**src/rtl/packet_reassembler.sv**
```systemverilog
// -----------------------------------------------------------------------------
// packet_reassembler
//   Receive-side stage behind a ring/crossbar node's outbound flit link.
//   Collects one head flit plus NFLITS-1 body flits, rebuilds the full packet
//   (MSB-first: flit 0 lands in the top FLITW bits), and queues completed
//   packets in a DEPTH-entry circular buffer for the core.
//
// Ports
//   clk        in   clock, rising edge
//   rst_l      in   asynchronous active-low reset
//   flitIn     in   [FLITW-1:0] flit data from the node link
//   flitValid  in   flitIn valid this cycle
//   headIn     in   marks flitIn as a packet head flit
//   inFree     out  high = flits will be accepted (to node outboundFree)
//   pktOut     out  [NFLITS*FLITW-1:0] head-of-queue packet, zero when empty
//   pktValid   out  queue non-empty
//   pktTake    in   pop head-of-queue (ignored when pktValid is low)
//   full       out  queue holds DEPTH packets
//   protoErr   out  sticky protocol-error flag, cleared only by reset
//
// Optional feature (macro DEST_CHECK_EN)
//   Adds nodeID [7:0] input and misrouted output. A completed packet whose
//   dest byte differs from nodeID is dropped and misrouted pulses for one
//   cycle after the completing edge. protoErr is not affected by the drop.
// -----------------------------------------------------------------------------
module packet_reassembler #(
    parameter int FLITW  = 64,
    parameter int NFLITS = 9,
    parameter int DEPTH  = 2
) (
    input  logic                      clk,
    input  logic                      rst_l,
    input  logic [FLITW-1:0]          flitIn,
    input  logic                      flitValid,
    input  logic                      headIn,
`ifdef DEST_CHECK_EN
    input  logic [7:0]                nodeID,
    output logic                      misrouted,
`endif
    output logic                      inFree,
    output logic [NFLITS*FLITW-1:0]   pktOut,
    output logic                      pktValid,
    input  logic                      pktTake,
    output logic                      full,
    output logic                      protoErr
);
    localparam int PKTW = NFLITS * FLITW;
    localparam int IW   = (NFLITS > 1) ? $clog2(NFLITS) : 1;
    localparam int PW   = (DEPTH > 1) ? $clog2(DEPTH) : 1;
    localparam int CW   = $clog2(DEPTH + 1);

    typedef enum logic {IDLE, COLLECT} state_t;

    state_t          state_q, state_d;
    logic [IW-1:0]   idx_q, idx_d;
    logic            proto_err_q;
    logic            err_set;
    logic            store_en;
    logic [IW-1:0]   store_idx;
    logic            complete;
    logic            push_en;
    logic            do_push, do_pop;
    logic [PKTW-1:0] pkt_asm;

    logic [PKTW-1:0] mem_q [DEPTH];
    logic [PW-1:0]   rd_ptr_q, wr_ptr_q;
    logic [CW-1:0]   count_q;

    // -------------------------------------------------------------------------
    // Flit storage. The final flit is never stored: it is taken straight from
    // flitIn so the packet can be pushed on the same edge it arrives.
    // -------------------------------------------------------------------------
    genvar gi;
    generate
        for (gi = 0; gi < NFLITS; gi++) begin : g_flit
            if (gi < NFLITS - 1) begin : g_store
                logic [FLITW-1:0] flit_q;
                always_ff @(posedge clk) begin
                    if (store_en && store_idx == IW'(gi)) begin
                        flit_q <= flitIn;
                    end
                end
                assign pkt_asm[PKTW-1-gi*FLITW -: FLITW] = flit_q;
            end else begin : g_last
                assign pkt_asm[FLITW-1:0] = flitIn;
            end
        end
    endgenerate

    // -------------------------------------------------------------------------
    // Collection FSM
    // -------------------------------------------------------------------------
    always_ff @(posedge clk or negedge rst_l) begin
        if (!rst_l) begin
            state_q     <= IDLE;
            idx_q       <= '0;
            proto_err_q <= 1'b0;
        end else begin
            state_q     <= state_d;
            idx_q       <= idx_d;
            proto_err_q <= proto_err_q | err_set;
        end
    end

    always_comb begin
        state_d   = state_q;
        idx_d     = idx_q;
        err_set   = 1'b0;
        store_en  = 1'b0;
        store_idx = idx_q;
        complete  = 1'b0;
        if (flitValid && !inFree) begin
            // Sender ignored backpressure: drop the flit, flag it.
            err_set = 1'b1;
        end else if (flitValid) begin
            case (state_q)
                IDLE: begin
                    if (headIn) begin
                        store_en  = 1'b1;
                        store_idx = '0;
                        idx_d     = IW'(1);
                        state_d   = COLLECT;
                    end else begin
                        err_set = 1'b1;
                    end
                end
                COLLECT: begin
                    if (headIn) begin
                        // New head mid-packet: abandon partial, restart.
                        err_set   = 1'b1;
                        store_en  = 1'b1;
                        store_idx = '0;
                        idx_d     = IW'(1);
                    end else if (idx_q == IW'(NFLITS - 1)) begin
                        complete = 1'b1;
                        idx_d    = '0;
                        state_d  = IDLE;
                    end else begin
                        store_en = 1'b1;
                        idx_d    = idx_q + IW'(1);
                    end
                end
                default: begin
                    state_d = IDLE;
                    idx_d   = '0;
                end
            endcase
        end
    end

`ifdef DEST_CHECK_EN
    logic misrouted_q;
    logic dest_ok;
    assign dest_ok = (pkt_asm[PKTW-9 -: 8] == nodeID);
    assign push_en = complete && dest_ok;

    always_ff @(posedge clk or negedge rst_l) begin
        if (!rst_l) begin
            misrouted_q <= 1'b0;
        end else begin
            misrouted_q <= complete && !dest_ok;
        end
    end
    assign misrouted = misrouted_q;
`else
    assign push_en = complete;
`endif

    // -------------------------------------------------------------------------
    // Completed-packet queue
    // -------------------------------------------------------------------------
    assign do_pop  = pktTake && (count_q != '0);
    assign do_push = push_en && ((count_q < CW'(DEPTH)) || do_pop);

    always_ff @(posedge clk) begin
        if (do_push) begin
            mem_q[wr_ptr_q] <= pkt_asm;
        end
    end

    always_ff @(posedge clk or negedge rst_l) begin
        if (!rst_l) begin
            rd_ptr_q <= '0;
            wr_ptr_q <= '0;
            count_q  <= '0;
        end else begin
            if (do_push) begin
                wr_ptr_q <= (wr_ptr_q == PW'(DEPTH - 1)) ? '0 : wr_ptr_q + PW'(1);
            end
            if (do_pop) begin
                rd_ptr_q <= (rd_ptr_q == PW'(DEPTH - 1)) ? '0 : rd_ptr_q + PW'(1);
            end
            if (do_push && !do_pop) begin
                count_q <= count_q + CW'(1);
            end else if (do_pop && !do_push) begin
                count_q <= count_q - CW'(1);
            end
        end
    end

    // Pushes only happen at completion, so inFree cannot fall mid-packet.
    assign inFree   = (count_q < CW'(DEPTH)) || (state_q == COLLECT);
    assign pktValid = (count_q != '0);
    assign full     = (count_q == CW'(DEPTH));
    assign pktOut   = pktValid ? mem_q[rd_ptr_q] : '0;
    assign protoErr = proto_err_q;

endmodule
```
**config.mk**
```make
export PLATFORM = sky130hd
export DESIGN_NAME = packet_reassembler
export DESIGN_NICKNAME = d
export VERILOG_FILES = /design/src/rtl/packet_reassembler.sv
export SDC_FILE = /design/constraint.sdc
export NUM_CORES = 1
export LEC_CHECK = 0
export CAP_MARGIN = 15
export CORE_MARGIN = 2
export CORE_UTILIZATION = 30
export CTS_BUF_LIST = sky130_fd_sc_hd__clkbuf_16
export DETAILED_ROUTE_END_ITERATION = 10
export DONT_BUFFER_PORTS = 1
export SLEW_MARGIN = 5
export SYNTH_ARGS = -nofsm -noshare
export SYNTH_HDL_FRONTEND = slang
export SYNTH_SLANG_ARGS = --single-unit
```
**constraint.sdc**
```tcl
create_clock -name clk -period 62.4 [get_ports clk]
set_input_delay 18.72 -clock clk [delete_from_list [all_inputs] [get_ports clk]]
set_output_delay 18.72 -clock clk [all_outputs]
set_load 0.02 [all_outputs]
```
# Word level (Yosys, flattened, before mapping)
# Memories as Yosys holds them, arrays and structs flattened.
# Index checks and enable logic that the tools add are counted.
# W data, S select, Z words.
word_totals:
  inputBits: 69
  n_memories: 1
  ramBits: 1152
  latchBits: 0
  rom_bits: 0
  reg_bits: 522
  out_inout_bits: 580
memory_table:
  columns: ["name", "depth", "word_bits", "rd", "rd_clocked_by_memory_dff", "write_ports", "line_no", "source"]
  rows:
  - ["mem_q", 2, 576, 1, 0, 1, "65", "logic [PKTW-1:0] mem_q [DEPTH];"]
op_classes:
  order_cmp: 1
  shifts: 0
  div_mod_pow: 0
  n_reduce_logical: 23
  addsub: 5
  muxes: 29
  n_mul: 0
  n_bitwise: 3
  n_eq_ne: 10
op_table:
  columns: ["op", "n"]
  rows:
  - ["$mux W576", 1]
  - ["$mux W4", 6]
  - ["$mux W1", 17]
  - ["$eq A4 B3 Y1 const B", 4]
  - ["$logic_and A1 B1 Y1", 13]
  - ["$eq A4 B2 Y1 const B", 2]
  - ["$pmux W4 S2", 1]
  - ["$add A4 B1 Y4 const B", 1]
  - ["$eq A4 B1 Y1 const B", 1]
  - ["$eq A4 B4 Y1 const B", 1]
  - ["$logic_not A4 Y1", 1]
  - ["$mux W2", 2]
  - ["$pmux W1 S2", 2]
  - ["$reduce_bool A2 Y1", 2]
  - ["$logic_not A1 Y1", 3]
  - ["$reduce_and A3 Y1", 1]
  - ["$add A1 B1 Y1 const B", 2]
  - ["$add A2 B1 Y2 const B", 1]
  - ["$eq A2 B2 Y1 const B", 1]
  - ["$logic_or A1 B1 Y1", 2]
  - ["$lt A2 B2 Y1 const B", 1]
  - ["$ne A2 B2 Y1 const B", 1]
  - ["$not A1 Y1", 2]
  - ["$reduce_and A2 Y1", 1]
  - ["other kinds (2)", 2]

# Depth between registers and ports, before layout
# Gate-level depths: netlist (run 1).
logic_depth:
  depth_word: 11
  depth_mapped: 8
  mapped_depth_nobuf: 8

# Least setup slack after synthesis (run 1)
# Ideal clock, no wire load.
synth_timing:
  path_type: "input-to-reg"
  from: "input port headIn"
  to: "memory mem_q[0][0] (netlist name), enable pin"
  path_buffers: 0
  t_required_ns: 60.801
  path_slack_ns: 16.401
  path_stages: 3
  arrival_time_ns: 44.400
  path_cell_list: "and3b_1 and3_4 nor2b_1"
synth_via:
  elab_chain_cells: 7
synth_rtl:
  columns: ["element", "line_no", "source"]
  rows:
  - ["from (decl)", "35", "input logic headIn,"]
  - ["$mux W1", "128", "if (headIn) begin"]
  - ["$mux W1", "116", "case (state_q)"]
  - ["$mux W1", "115", "end else if (flitValid) begin"]
  - ["$mux W1", "112", "if (flitValid && !inFree) begin"]
  - ["$logic_and A1 B1 Y1", "173", "assign do_push = push_en && ((count_q < CW'(DEPTH)) || do_pop);"]
  - ["$mux W1", "176", "if (do_push) begin"]
  - ["$mux W1 (not written as such)", "177", "mem_q[wr_ptr_q] <= pkt_asm;"]
  - ["to (decl)", "65", null]
# Every way passes these cells.

# Worst setup path in the final report (run 1)
layout_timing:
  from: "register rd_ptr_q"
  to: "output port pktOut[566]"
layout_via:
  elab_chain_cells: 2
layout_rtl:
  columns: ["element", "line_no", "source"]
  rows:
  - ["from (decl)", "66", "logic [PW-1:0] rd_ptr_q, wr_ptr_q;"]
  - ["from (signal assigned)", "191", "rd_ptr_q <= (rd_ptr_q == PW'(DEPTH - 1)) ? '0 : rd_ptr_q + PW'(1);"]
  - ["$mem_v2 Z2 W576", null, null]
  - ["$mux W576", "205", "assign pktOut = pktValid ? mem_q[rd_ptr_q] : '0;"]
  - ["to (decl)", "41", "output logic [NFLITS*FLITW-1:0] pktOut,"]
# Every way passes these cells.

==> impl_metrics.toml, run 1 <==
[cts]
cts_tree = "done"
ctsHoldBuffers = 0
numCtsBuffers = 167
clk_pin_slew_ps = 70
cts_sinks = 1674
post_cts_buffers = 0
cts_root_buf = "clkbuf_16"
insertion_delay_ps = 800
cts_resized = 0
h-tree-depth = 4
clockBufferDepth = 3

[run]
drv_cap = 0

[sta]
hold_violations = 0
setup_tns_ps = 0
rsz0062_at_grt = "false"
drv_slew = 0
period_minus_slack_ps = 24770
finClkSkew_ps = 37.7
worstMarginPinSlew_ps = 1090
setup_viol_count_final = 0
fin_crit_sh = 0.397
slew_headroom = 0.274
fin_ws_ps = 37630
fmax_mhz = 40.4
worst_hold_slack_ps = 429

[logic_synthesis]
synth.net_count = 3097
ys_types = 34
netlist_instances = 3024
synth_area_um2 = 59900
synth_seq_area_share = 0.838
syn_area_per_cell_um2 = 19.8
yosysWarnings = 0
ys_seq_elements = 1674

[cells_and_area]
mostFrequentLayoutCells = "edfxtp_1 (1664), nor2_1 (580), mux2i_1 (576), clkbuf_16 (169), buf_4 (46)"
layout-drive-gt1-share = 0.0934
synthToLayoutAreaGrowth_pct = 13.1
final_common_cell = "edfxtp_1"
nets = 3188

[worst_setup_path]
arrival_ps = 6050
start_kind = "flip-flop"
cp-end-kind = "primary output"
required_ps = 43680
path_class = "flip-flop to primary output"
cp_max_fo = 55

[die]
row_count = 164
chipHeight_um = 451
die_x_um = 451
start_util = 0.301
io_pins = 649
dieArea_um2 = 203000
core_um2 = 199000

[drt]
wire_per_inst_um = 23.9
drc = 0
ant_nets = 0
num_vias = 26400
drtIter0Drc = 2136
first_pass_iters = 5
via_per_inst = 4.46
postRouteWirelength_um = 141000

[global_routing]
grt_pass1_vias = 26500
grt_usage = 0.135
grt_overflow_total = 0
antenna_found_initial = 12
grt_max_degree = 182
grt_first_pass_wirelength_um = 195000

[power_and_ir_drop]
p_switching_uw = 1000
p_int_uw = 1950
peakVddDrop_uv = 29.2
power.share.sequential = 0.431
p_sw_frac = 0.339
leakage_uw = 0.0230
clockPowerShare = 0.326
power_density_nw_per_um2 = 43.5
pwr-share-comb = 0.243

[place]
post-place-ws_ps = 38110
dp_hpwl_um = 87000
port_buffers = 0
place_congestion = 0.798

[min_path]
hp-class = "flip-flop to flip-flop"

[outcome]
status = "completed"
==> per-layer routing <==
metal  global-route usage  wire, um  vias to the layer above
li1                     -         -                    11700
met1                0.154     53900                    13700
met2                0.237     73700                      792
met3               0.0365      8390                      213
met4               0.0558      5480                        0
met5                    0         0                        -
==> cell usage after synthesis <==
cell type,number,area share
nor2_8,1,0.00033
nand2_1,11,0.00069
nor2b_1,2,0.00021
and3_4,1,0.00019
a2bb2oi_1,2,0.00029
nand3_1,3,0.00025
nor3_1,2,0.00017
o211ai_1,1,0.00013
and2b_1,1,0.00013
dfrtp_1,10,0.0042
a21o_1,1,0.00013
edfxtp_1,1664,0.83
and4bb_2,1,0.00021
nand2b_1,4,0.00042
xor2_1,4,0.00058
and3b_1,2,0.00029
buf_4,12,0.0015
mux2i_1,576,0.096
nor4_1,3,0.00031
xnor2_1,2,0.00029
nand3b_1,2,0.00025
and2_1,2,0.00021
o41ai_1,1,0.00015
a21oi_1,1,0.000083
buf_8,54,0.014
buf_2,57,0.0048
ha_1,4,0.00084
clkbuf_2,1,0.000083
nand4b_1,1,0.00015
nor2_1,581,0.036
o21ai_0,5,0.00042
inv_1,6,0.00038
buf_12,5,0.0017
buf_6,1,0.00019
==> final cells by class <==
| type | instances | area (um^2) |
|---|---|---|
| timing repair buffer | 52 | 473 |
| clock inverter | 139 | 1070 |
| clock buffer | 169 | 4230 |
| multi-input combinational | 1214 | 8410 |
| sequential | 1674 | 50200 |
| tap | 2656 | 3320 |
| antenna | 7 | 17.5 |
| inverter | 6 | 22.5 |
| fill | 18700 | 131000 |
==> state kept, by name, summed over array words and instances (netlist names) <==
signal                 flops
mem_q                   1152
g_flit.g_store.flit_q    512
idx_q                      4
count_q                    2
protoErr                   1
rd_ptr_q                   1
state_q                    1
wr_ptr_q                   1
==> kinds of logic (layout without fill, tap and decap cells) <==
logic type / Yosys count / in the layout / share of synthesized area
other: 0 / 7 / 0
muxes: 576 / 576 / 0.0963
xor gates and xnor gates: 6 / 6 / 0.000877
AOI/OAI and AO/OA: 11 / 11 / 0.00119
adders and majority gates: 4 / 4 / 0.000836
DFF: 1674 / 1674 / 0.838
and+or+nand+nor: 617 / 617 / 0.0402
buffers and inverters: 136 / 366 / 0.0221
==> critical path, stage by stage (launching register included) <==
cell	delay [ps]
dfrtp_4	1090
buf_4	790
buf_4	650
buf_4	430
buf_16	350
buf_4	690
buf_12	330
mux2i_1	450
nor2_1	200
==> power groups by stage <==
| stage | Sequential, uW | Clock, uW | Combinational [uW] |
|---|---|---|---|
| 2_1_floorplan | 1280 | 0 | 630 |
| 3_3_place_gp | 1290 | 0 | 726 |
| 3_5_place_dp | 1290 | 0 | 729 |
| 4_1_cts | 1270 | 988 | 730 |
| 5_1_grt | 1270 | 1030 | 750 |
| 6_report | 1270 | 961 | 717 |
==> path summary, 6_finish.rpt <==
path / from / endpoint / slack, ps / cells past startpoint
worst max-delay path: rd_ptr_q / pktOut[566] / 37630 / 8
worst min-delay path: g_flit[2].g_store.flit_q[48] / mem_q[0][432] / 430 / 0
worst max register to register: idx_q[0] / mem_q[1][312] / 56880 / 9
worst min register to register: g_flit[2].g_store.flit_q[48] / mem_q[0][432] / 430 / 0
max in group asynchronous: rst_l / rd_ptr_q / 44720 / 0
min in group asynchronous: rst_l / protoErr / 17600 / 0
==> through the flow <==
stage	total power, uW	instance area (um^2)	util	std cells
3_5_place_dp	2020	62400	0.314	5601
2_1_floorplan	1910	59900	-	3024
4_1_cts	2990	67700	0.340	5909
6_report	2950	67800	0.340	5917
3_3_place_gp	2020	62400	0.314	5600
5_1_grt	3050	67800	0.340	5913
No activity file was read; power rests on OpenSTA's default activity.
==> run 2: changes to the inputs <==
- ABC_AREA: not set -> 1
- clock period: 62.4 -> 22.6 ns (I/O delays scaled with it)
==> run 2 against run 1 <==
Power rose to 3.0 times the previous value. Non-clock buffer count decreased by 3. Cell area grew 2.3%. Cell count rose by 10%. Worst hold slack worse by 16 ps. Worst setup slack got worse by 27000 ps. Flip-flop and latch count stayed put. Core utilization is 0.20 points higher. Count of clock-buffer cells in the layout rose by 1. Critical path depth is 2 lower. Sequential power grew to 2.8 times the previous value. Critical path type unchanged.
==> impl_metrics.toml, run 2 <==
[logic_synthesis]
yosysTopAreaCellShare = 0.818
yosysTopAreaCell = "edfxtp_1"
synth_seq_area_share = 0.822
ys_types = 27
ys_seq_elements = 1674
ys_top_cells_by_count = "edfxtp_1 (1664), nand2_1 (1172), a21oi_2 (500), buf_2 (111), a21oi_1 (78)"
synth_edf_count = 1664
synthArstFlopShare = 0.00597
yosysWarnings = 0
synth_area_um2 = 61100
ys.flop_type = "edfxtp_1"
netlist_instances = 3677
synth.net_count = 3750
syn_area_per_cell_um2 = 16.6
synth_most_common_cell = "edfxtp_1"
synthTopCellsByArea = "edfxtp_1 (82%), nand2_1 (7.2%), a21oi_2 (7.2%)"

[drt]
maxUsedRoutingLayer = "met4"
num_vias = 30200
postRouteWirelength_um = 162000
ant_nets = 0
via_per_inst = 4.62
met3_length_um = 11200
first_pass_iters = 5
drtIter0Drc = 2947
drc = 0
wire_per_inst_um = 24.8
wl_met2_um = 79000
drt-met1-wl_um = 61400

[sta]
fin_crit_sh = 0.541
rsz0062_at_grt = "false"
setup_tns_ps = 0
slew_headroom = 0.197
drv_slew = 0
hold_violations = 0
period_minus_slack_ps = 12230
setup_viol_count_final = 0
finClkSkew_ps = 69.3
fmax_mhz = 81.8
worstMarginPinSlew_ps = 1200

[cells_and_area]
nets = 3780
largest_register_ffs = 1152
fin_util = 0.343
multi_input_area_um2 = 9540
mostFrequentLayoutCells = "edfxtp_1 (1664), nand2_1 (1172), a21oi_2 (503), clkbuf_16 (170), a21oi_1 (75)"
regArea_um2 = 50200
synthToLayoutAreaGrowth_pct = 13.4
regMostFlops = "mem_q"
fin_area_um2 = 69300
layout-drive-gt1-share = 0.211
final_common_cell = "edfxtp_1"
largestRegisters = "mem_q (1152), g_flit.g_store.flit_q (512), idx_q (4)"
fill_cells = 19000

[worst_setup_path]
cpLargestDelayFamily = "buffers and inverters"
arrival_ps = 5450
start_kind = "flip-flop"
required_ps = 15820
crit_path_top_delay_cell = "dfrtp_4"
crit_chain = "buf_4 -> buf_4 -> buf_4 -> buf_4 -> nand2_1 -> a21oi_1"
path_class = "flip-flop to primary output"
cp_max_fo = 123
cp-end-kind = "primary output"
slowest_delay_ps = 1060
cp_num_cells = 6
crit_buf_inv = 4
r2r_cells = 9
path_common_cell = "buf_4"

[place]
port_buffers = 0
place_congestion = 0.852
postPlaceCellArea_um2 = 63600
dp_hpwl_um = 99300

[die]
die_x_um = 455
core_um2 = 202000
row_count = 165
dieArea_um2 = 207000
chipHeight_um = 455
io_pins = 649
start_util = 0.302

[global_routing]
antenna_found_initial = 15
grt_usage = 0.150
grt_overflow_total = 0
grt_first_pass_wirelength_um = 222000
grt_pass1_vias = 29200
grt_max_degree = 236

[cts]
cts_resized = 0
clockBufferDepth = 3
cts_sinks = 1674
numCtsBuffers = 169
cts_tree = "done"
h-tree-depth = 4
clk_pin_slew_ps = 70
insertion_delay_ps = 840
ctsHoldBuffers = 0
cts_root_buf = "clkbuf_16"
post_cts_buffers = 0

[min_path]
hold_path_depth = 0
hp-class = "flip-flop to flip-flop"

[run]
drv_cap = 0

[outcome]
status = "completed"

[power_and_ir_drop]
power_density_nw_per_um2 = 128
leakage_uw = 0.0220
peakVddDrop_uv = 198
## run 2: cell types whose count changed after synthesis, moves of 61 or more
| cell | before | now |
|---|---|---|
| a21oi_2 | 0 | 500 |
| a21oi_1 | 1 | 78 |
| buf_6 | 1 | 62 |
| mux2i_1 | 576 | 0 |
| nand2_1 | 11 | 1172 |
| nor2_1 | 581 | 14 |
## run 2: per-stage QoR
| step | hold WS, ps | setup WS (ps) | std cells | total power (uW) |
|---|---|---|---|---|
| 2_1_floorplan | 421 | 3410 | 3677 | 5630 |
| 6_report | 413 | 10370 | 6529 | 8900 |
| 5_1_grt | 406 | 9910 | 6522 | 9220 |
| 3_5_place_dp | 429 | 11180 | 6206 | 6210 |
| 4_1_cts | 417 | 10210 | 6518 | 8990 |
| 3_3_place_gp | 421 | 11270 | 6205 | 6180 |
## run 2: worst paths after layout
kind	slack [ps]	to	startpoint
max	10370	pktOut[500]	rd_ptr_q
min	410	mem_q[0][98]	g_flit[7].g_store.flit_q[34]
max reg2reg	17560	mem_q[0][309]	idx_q[0]
min reg2reg	410	mem_q[0][98]	g_flit[7].g_store.flit_q[34]
max in group asynchronous	16900	rd_ptr_q	rst_l
min in group asynchronous	5630	protoErr	rst_l
## run 2: cell families (layout without fill, tap and decap cells)
group           Yosys count  in the layout  share of synthesized area
xor+xnor                  4              4                   0.000573
other cells               0              9                          0
flops                  1674           1674                      0.822
buf+inv                 207            378                     0.0234
simple gates           1200           1200                     0.0744
compound gates          588            588                     0.0790
fa+ha+maj                 4              4                   0.000819
## run 2: metal layers
layer	GRT usage	vias up
li1	-	13400
met1	0.177	15400
met2	0.247	1074
met3	0.0412	347
met4	0.0890	0
met5	0	-
## run 2: cell type report
type,instances,share of cell area
clock buffers,170,0.0614
flip-flops and latches,1674,0.725
clock inverters,142,0.0191
diodes,9,0.000325
repair buffers,49,0.00690
multi-input cells,1796,0.138
well taps,2672,0.0482
inverters,17,0.00164
## run 2: report_power, final
group / total (uW) / leakage [uW] / switching (uW) / internal [uW]
Clock: 2780 / 0.00284 / 1210 / 1570
Combinational: 2580 / 0.00409 / 2140 / 434
Sequential: 3550 / 0.0151 / 54.6 / 3490
Total: 8900 / 0.0220 / 3410 / 5490
## run 2: worst reg2reg max path, delay by kind of cell, from the launching register on
family                   cells  cell delay (ps)
AND/OR/NAND/NOR              3              550
flip-flops                   1              430
buffers and inverters        5             3400
adder cells (fa/ha/maj)      1              180
